<file path="config.mk">
export PLATFORM = sky130hd
export DESIGN_NAME = pic_cpu_bus_master
export DESIGN_NICKNAME = d
export VERILOG_FILES = /design/src/rtl/pic_cpu_bus_master.sv
export SDC_FILE = /design/constraint.sdc
export NUM_CORES = 1
export LEC_CHECK = 0
export CORE_AREA = 8 8 96 98
export CTS_CLUSTER_DIAMETER = 80
export DETAILED_ROUTE_END_ITERATION = 16
export DIE_AREA = 0 0 104 106
export PLACE_DENSITY = 0.79
export SLEW_MARGIN = 20
export SYNTH_ARGS = -nofsm -noshare
export SYNTH_HDL_FRONTEND = slang
export SYNTH_SLANG_ARGS = --single-unit
</file>
<file path="constraint.sdc">
create_clock -name clk -period 4.4 [get_ports clk]
set_input_delay 0.88 -clock clk [delete_from_list [all_inputs] [get_ports clk]]
set_output_delay 0.88 -clock clk [all_outputs]
set_load 0.02 [all_outputs]
</file>
<file path="src/rtl/pic_cpu_bus_master.sv">
// CPU-side bus initiator for an 8259A-style PIC: turns single-cycle host requests into timed
// SETUP/STROBE/HOLD write and read cycles on the CSn/A0/cadr/wrn/rdn/data interface.
module pic_cpu_bus_master #(
  parameter int unsigned T_SU = 1,
  parameter int unsigned T_PW = 2,
  parameter int unsigned T_HD = 1
) (
  input  logic       clk,
  input  logic       rstn,
  input  logic       init_req,
  input  logic [7:0] icw1,
  input  logic [7:0] icw2,
  input  logic [7:0] icw3,
  input  logic [7:0] icw4,
  input  logic       ocw_req,
  input  logic [1:0] ocw_sel,
  input  logic [7:0] ocw_data,
  input  logic       rd_req,
  output logic       busy,
  output logic       done,
  output logic       err,
  output logic [7:0] rd_data,
  output logic       rd_valid,
  output logic       CSn,
  output logic       A0,
  output logic       wrn,
  output logic       rdn,
  output logic [2:0] cadr,
  output logic [7:0] dbus_out,
  output logic       dbus_oe,
  input  logic [7:0] dbus_in
);

  typedef enum logic [2:0] {StIdle, StSetup, StStrobe, StHold, StGap} state_e;

  localparam logic [7:0] SuCnt = 8'(T_SU - 1);
  localparam logic [7:0] PwCnt = 8'(T_PW - 1);
  localparam logic [7:0] HdCnt = 8'(T_HD - 1);

  state_e          state_q, state_d;
  logic [7:0]      cnt_q, cnt_d;
  logic [3:0]      pend_q, pend_d;  // ICWs still to issue, bit n = ICW(n+1)
  logic [3:0][7:0] icw_q, icw_d;
  logic            is_rd_q, is_rd_d;
  logic [7:0]      rd_buf_q, rd_buf_d;
  logic            busy_q, busy_d, done_q, done_d, err_q, err_d;
  logic [7:0]      rd_data_q, rd_data_d;
  logic            rd_valid_q, rd_valid_d;
  logic            csn_q, csn_d, a0_q, a0_d, wrn_q, wrn_d, rdn_q, rdn_d;
  logic [2:0]      cadr_q, cadr_d;
  logic [7:0]      dbus_out_q, dbus_out_d;
  logic            dbus_oe_q, dbus_oe_d;
  logic [1:0]      nxt_idx;

  always_comb begin
    if (pend_q[0])      nxt_idx = 2'd0;
    else if (pend_q[1]) nxt_idx = 2'd1;
    else if (pend_q[2]) nxt_idx = 2'd2;
    else                nxt_idx = 2'd3;
  end

  always_comb begin
    state_d    = state_q;
    cnt_d      = cnt_q;
    pend_d     = pend_q;
    icw_d      = icw_q;
    is_rd_d    = is_rd_q;
    rd_buf_d   = rd_buf_q;
    busy_d     = busy_q;
    done_d     = 1'b0;
    err_d      = 1'b0;
    rd_data_d  = rd_data_q;
    rd_valid_d = 1'b0;
    csn_d      = csn_q;
    a0_d       = a0_q;
    wrn_d      = wrn_q;
    rdn_d      = rdn_q;
    cadr_d     = cadr_q;
    dbus_out_d = dbus_out_q;
    dbus_oe_d  = dbus_oe_q;
    unique case (state_q)
      StIdle: begin
        if (init_req) begin
          if (!icw1[4]) begin
            err_d = 1'b1;
          end else begin
            state_d    = StSetup;
            cnt_d      = SuCnt;
            busy_d     = 1'b1;
            csn_d      = 1'b0;
            is_rd_d    = 1'b0;
            icw_d      = {icw4, icw3, icw2, icw1};
            pend_d     = {icw1[0], ~icw1[1], 1'b1, 1'b0};
            cadr_d     = 3'b001;
            a0_d       = 1'b0;
            dbus_out_d = icw1;
            dbus_oe_d  = 1'b1;
          end
        end else if (ocw_req) begin
          if (ocw_sel == 2'b00) begin
            err_d = 1'b1;
          end else begin
            state_d    = StSetup;
            cnt_d      = SuCnt;
            busy_d     = 1'b1;
            csn_d      = 1'b0;
            is_rd_d    = 1'b0;
            pend_d     = '0;
            cadr_d     = {1'b1, ocw_sel};
            a0_d       = (ocw_sel == 2'b01);
            dbus_out_d = ocw_data;
            dbus_oe_d  = 1'b1;
          end
        end else if (rd_req) begin
          state_d   = StSetup;
          cnt_d     = SuCnt;
          busy_d    = 1'b1;
          csn_d     = 1'b0;
          is_rd_d   = 1'b1;
          pend_d    = '0;
          cadr_d    = 3'b111;
          a0_d      = 1'b0;
          dbus_oe_d = 1'b0;
        end
      end
      StSetup: begin
        if (cnt_q == '0) begin
          state_d = StStrobe;
          cnt_d   = PwCnt;
          if (is_rd_q) rdn_d = 1'b0;
          else         wrn_d = 1'b0;
        end else begin
          cnt_d = cnt_q - 8'd1;
        end
      end
      StStrobe: begin
        if (cnt_q == '0) begin
          if (is_rd_q) rd_buf_d = dbus_in;  // sampled before rdn rises
          state_d = StHold;
          cnt_d   = HdCnt;
          wrn_d   = 1'b1;
          rdn_d   = 1'b1;
        end else begin
          cnt_d = cnt_q - 8'd1;
        end
      end
      StHold: begin
        if (cnt_q == '0) begin
          csn_d     = 1'b1;
          dbus_oe_d = 1'b0;
          if (pend_q != '0) begin
            state_d = StGap;
          end else begin
            state_d    = StIdle;
            busy_d     = 1'b0;
            done_d     = 1'b1;
            a0_d       = 1'b0;
            cadr_d     = 3'b000;
            dbus_out_d = 8'h00;
            if (is_rd_q) begin
              rd_data_d  = rd_buf_q;
              rd_valid_d = 1'b1;
            end
          end
        end else begin
          cnt_d = cnt_q - 8'd1;
        end
      end
      StGap: begin
        state_d         = StSetup;
        cnt_d           = SuCnt;
        csn_d           = 1'b0;
        cadr_d          = {1'b0, nxt_idx} + 3'd1;
        a0_d            = (nxt_idx != 2'd0);
        dbus_out_d      = icw_q[nxt_idx];
        dbus_oe_d       = 1'b1;
        pend_d[nxt_idx] = 1'b0;
      end
      default: state_d = StIdle;
    endcase
  end

  always_ff @(posedge clk or negedge rstn) begin
    if (!rstn) begin
      state_q    <= StIdle;
      cnt_q      <= '0;
      pend_q     <= '0;
      icw_q      <= '0;
      is_rd_q    <= 1'b0;
      rd_buf_q   <= '0;
      busy_q     <= 1'b0;
      done_q     <= 1'b0;
      err_q      <= 1'b0;
      rd_data_q  <= '0;
      rd_valid_q <= 1'b0;
      csn_q      <= 1'b1;
      a0_q       <= 1'b0;
      wrn_q      <= 1'b1;
      rdn_q      <= 1'b1;
      cadr_q     <= '0;
      dbus_out_q <= '0;
      dbus_oe_q  <= 1'b0;
    end else begin
      state_q    <= state_d;
      cnt_q      <= cnt_d;
      pend_q     <= pend_d;
      icw_q      <= icw_d;
      is_rd_q    <= is_rd_d;
      rd_buf_q   <= rd_buf_d;
      busy_q     <= busy_d;
      done_q     <= done_d;
      err_q      <= err_d;
      rd_data_q  <= rd_data_d;
      rd_valid_q <= rd_valid_d;
      csn_q      <= csn_d;
      a0_q       <= a0_d;
      wrn_q      <= wrn_d;
      rdn_q      <= rdn_d;
      cadr_q     <= cadr_d;
      dbus_out_q <= dbus_out_d;
      dbus_oe_q  <= dbus_oe_d;
    end
  end

  assign busy     = busy_q;
  assign done     = done_q;
  assign err      = err_q;
  assign rd_data  = rd_data_q;
  assign rd_valid = rd_valid_q;
  assign CSn      = csn_q;
  assign A0       = a0_q;
  assign wrn      = wrn_q;
  assign rdn      = rdn_q;
  assign cadr     = cadr_q;
  assign dbus_out = dbus_out_q;
  assign dbus_oe  = dbus_oe_q;

endmodule

</file>
-- Yosys cells after proc, flatten, opt, wreduce, memory -nomap -nowiden
Cells that the tools add are included.
- bitwise logic cells: 4
- magnitude comparators: 2
- eq/ne operators: 19
- add/subtract/negate cells: 2
- multiplexer cells: 89
- reductions and logical operators: 25
- operators by type and width (cell ; count):
    $mux 8 ; 15
    $mux 3 ; 15
    $pmux 8 s5 ; 1
    $mux 1 ; 39
    $pmux 8 s3 ; 1
    $reduce_and 6->1 ; 4
    $mux 4 ; 5
    $reduce_and 4->1 ; 5
    $bmux 8 s2 ; 1
    $pmux 3 s5 ; 1
    $ne 2x2->1 const B ; 7
    $ne 3x3->1 const B ; 4
    $reduce_and 5->1 ; 2
    $pmux 1 s3 ; 3
    $pmux 3 s3 ; 1
    $logic_not 8->1 ; 1
    $ne 4x4->1 const B ; 2
    $pmux 4 s2 ; 1
    $reduce_bool 2->1 ; 4
    $sub 8x1->8 const B ; 1
    $eq 3x2->1 const B ; 2
    $pmux 1 s2 ; 3
    $reduce_and 3->1 ; 2
    $reduce_bool 3->1 ; 2
    17 further kinds ; 19
- output and inout bits: 28
- logic and storage cells: 162
- register bits: 84

-- Longest topological paths before layout
- depth in word-level cells: 10
- gate-level depth with buffers: 9
- mapped depth without buffers: 7

-- Worst setup path before layout
OpenSTA, ideal clock, no wires.
- kind: input port to flip-flop
- start point: input init_req
- end point: register cnt_q[3]
- setup time: 126 ps
- arrival time: 2180 ps
- data required time: 4274 ps
- path slack: 2094 ps
- path buffers: 1
- stages on the path: 6
- path through: buf_2 nor4_1 o21ai_0 nand3_1 nor2b_1 a221o_1
- word-level cells in the longest chain between the ends: 2
- RTL lines (item ; line ; source):
    from (decl) ; 10 ; input logic init_req,
    $ne 4x4->1 (no source line) (tied with other cells) ; -- ;
    $reduce_and 5->1 (no source line) or $pmux 8 s5 (tied branches) ; -- ;
    to (signal assigned) ; 205 ; cnt_q <= cnt_d;
    to (decl) ; 41 ; logic [7:0] cnt_q, cnt_d;
Parallel ways exist; a longest one is shown, timed or not.
A chain may end at the register's enable or synchronous reset.

-- Worst setup path in the final report
- start point: input init_req
- end point: register is_rd_q
- word-level cells in the longest chain between the ends: 2
- RTL lines (item ; line ; source):
    $ne 3x3->1 (no source line) (tied with other cells) ; -- ;
    $reduce_and 4->1 (no source line) ; -- ;
    to (signal assigned) ; 208 ; is_rd_q <= is_rd_d;
    to (decl) ; 44 ; logic is_rd_q, is_rd_d;
Parallel ways exist; a longest one is shown, timed or not.

==> results.md <==
* Cell Pwr Density at 289 nW/um^2
* Worst slew pin tran at 747 ps
* Status: finished clean
* I/O pins at 83
* Ys async rst share at 1.00
* DRC at 0
* Num CTS Buffers at 9
* Die area at 11000 sq um
* Flops & latches, synth at 84
* Starting Density at 0.528
* Pins over their slew limit at 0
* Crit Path Class: input port to flip-flop
* Post-cts sizing count at 0
* Hold Path Class: flip-flop to flip-flop
* Synthesized area per cell at 11.0 sq um
* Initial antenna violation count at 0
* Fmax at 342 MHz
* Leakage dissipation at 2.35 nW
* Die H at 106 microns
* Area leader, netlist: dfrtp_1
* H-tree levels at 3
* Vias at 3160
* Per-cell routed wire length at 17.4 microns
* Layout Cells excl Fill at 563
* Buffers on Ports at 82
* Vias in the first global route at 3328
* Post-Route Skew at 9.20 ps
* Worst Path Arrival at 3160 ps
* Setup TNS at 0 ps
* Dpl hpwl at 7.15 mm
* Placed cells at 547
* Final hold vios at 0
* YS warnings at 0
* First-pass GRT wire length at 16.6 mm
* Gr usage total at 0.185
* Core ar. at 7850 sq um
* CTS tree: built
* Distinct cells, synth at 53
* Rows at 33
* Placer Congestion at 0.890
* TritonRoute pass-1 iters at 4
* Clk root buf: clkbuf_8
* Remaining global-route overflow at 0
* Worst-path clk slew at 80 ps
* Nature of the critical path endpoint: flip-flop
* Worst setup SP type: input port
* Post-layout util at 0.666
* Setup bufs post-CTS at 0
* RSZ-0062 raised after global routing: no
* Share of post-route cells with drive strength above 1 at 0.201
* Cell area after synthesis at 4140 sq um
* Hold-fix buffer count after cts at 0
* Register area share after synthesis at 0.508
* Syn Nets at 437
* ANT cells at 0
* Syn-to-layout area delta at 26.0%
* Clk sink count at 84
* Crit-path max FO at 12
* Antenna Nets Post-Route at 0
* Vias per cell at 5.61
* Min Tclk post-route at 2930 ps
* CP required at 4640 ps
* Chip Width at 104 microns
* Max IR drop VDD at 0.256 mV
* Largest net degree at the start of global routing at 85
* Synth Flop Type: dfrtp_1
* Synth top area cells: dfrtp_1 (49%), mux2_2 (15%), mux2i_1 (3.9%)
* Layout Nets at 512
* Max_slew headroom at 0.497
* Tcrit/Tclk final at 0.665
* Setup violations, final at 0
* Overall routed net length at 9.78 mm
* Clock insertion delay at the later pin of the skew report at 360 ps
* Area share of the largest cell type after synthesis at 0.489
* Synth Instances at 378
* Maxcap violations at 0
* Clock Tree Buf Depth at 2
* Post-synth EDFFs at 0
* Initial drt markers at 165
critical path, cell delays in order:
cell             delay [ps]
clkdlybuf4s50_1         860
buf_4                   270
nand2_1                 140
o31a_1                  240
nor3_1                  370
mux2_2                  390
where the power goes:
part,switching (W),total (W),internal (W),leakage (nW)
registers,0.0000133,0.000809,0.000796,1.05
clock network,0.000280,0.000545,0.000265,0.0862
logic,0.0000664,0.000154,0.0000873,1.21
logic make-up (layout without fill, tap and decap cells):
| kind of cell | Yosys count | after routing | synth area share |
|---|---|---|---|
| xor gates and xnor gates | 1 | 1 | 0.00211 |
| and+or+nand+nor | 103 | 103 | 0.130 |
| DFF | 84 | 84 | 0.508 |
| buffers and inverters | 33 | 113 | 0.0338 |
| muxes | 72 | 72 | 0.193 |
| adders and majority gates | 4 | 4 | 0.0121 |
| AOI/OAI and AO/OA | 81 | 81 | 0.121 |
routing by layer:
layer  vias to the layer above  share of wire  track usage  wire length, microns
li1                       1495              -            -                     -
met3                        13          0.052       0.0569                   511
met2                        94           0.52        0.317                  5100
met1                      1558           0.41        0.219                  4020
met5                         -              0            0                     0
met4                         0          0.015       0.0579                   148
cell usage in the layout (no fill, tap or decap), types with 2 or more instances in the layout:
| cell | netlist | final |
|---|---|---|
| a21o_1 | 3 | 3 |
| dfstp_2 | 3 | 3 |
| nand3_1 | 6 | 6 |
| clkbuf_8 | 0 | 9 |
| o21ai_0 | 23 | 23 |
| nand2_1 | 32 | 32 |
| o22ai_1 | 4 | 4 |
| o21ai_2 | 5 | 5 |
| buf_4 | 0 | 2 |
| nor2b_1 | 4 | 4 |
| mux2_2 | 54 | 54 |
| mux2i_1 | 16 | 16 |
| a221o_1 | 2 | 2 |
| ha_1 | 4 | 4 |
| o21ai_1 | 4 | 4 |
| clkinvlp_4 | 0 | 3 |
| mux2_4 | 2 | 2 |
| dfrtp_1 | 81 | 81 |
| nor2_1 | 19 | 18 |
| nand2b_1 | 3 | 3 |
| nor4_1 | 4 | 4 |
| clkbuf_1 | 9 | 2 |
| nor3b_1 | 3 | 3 |
| or2_2 | 3 | 3 |
| nor3_1 | 15 | 15 |
| inv_1 | 12 | 12 |
| o31ai_1 | 3 | 3 |
| nand3b_1 | 4 | 4 |
| clkdlybuf4s50_1 | 0 | 81 |
| a21oi_1 | 25 | 25 |
sequential cells by signal, summed over array words and instances, names as in the netlist, 3 cells and up:
name / cells
rd_buf_q: 8
rd_data: 8
pend_q: 4
state_q: 3
cnt_q: 8
dbus_out: 8
cadr: 3
icw_q: 32
through the flow:
stage                     instance area [sq um]  hold slack (ps)  total power (W)  setup WS (ps)
after floorplan                            4140              440         0.000881           2090
after global placement                     5020              455         0.000975           1260
after detailed placement                   5020              458         0.000979           1190
after CTS                                  5220              479          0.00152           1550
after global routing                       5220              495          0.00157           1330
final                                      5220              476          0.00151           1470
final cells by class:
class | instances | area [sq um]
inverter | 13 | 48.8
clock buffer | 11 | 131
clock inverter | 5 | 61.3
sequential | 84 | 2110
timing repair buffer | 84 | 837
fill | 616 | 2620
multi-input combinational | 261 | 1910
tap | 105 | 131
Yosys cell counts, types with 2 or more instances:
master / count
dfrtp_1: 81
mux2_2: 54
nand2_1: 32
a21oi_1: 25
o21ai_0: 23
nor2_1: 19
mux2i_1: 16
nor3_1: 15
inv_1: 12
clkbuf_1: 9
buf_2: 7
nand3_1: 6
o21ai_2: 5
ha_1: 4
nand3b_1: 4
nor2b_1: 4
nor4_1: 4
o21ai_1: 4
o22ai_1: 4
a21o_1: 3
buf_1: 3
dfstp_2: 3
nand2b_1: 3
nor3b_1: 3
o31ai_1: 3
or2_2: 3
a221o_1: 2
mux2_4: 2
worst paths after layout:
kind | from | endpoint | slack, ps | cells after the start
worst max-delay path | init_req | is_rd_q | 1470 | 6
max in group asynchronous | rstn | is_rd_q | 3320 | 1
min in group asynchronous | rstn | cnt_q[7] | 550 | 1
worst min register to register | icw_q[4] | icw_q[4] | 480 | 1
worst min-delay path | icw_q[4] | icw_q[4] | 480 | 1
worst max register to register | cnt_q[0] | dbus_out[4] | 1820 | 7
(Power assumes the default switching activity.)
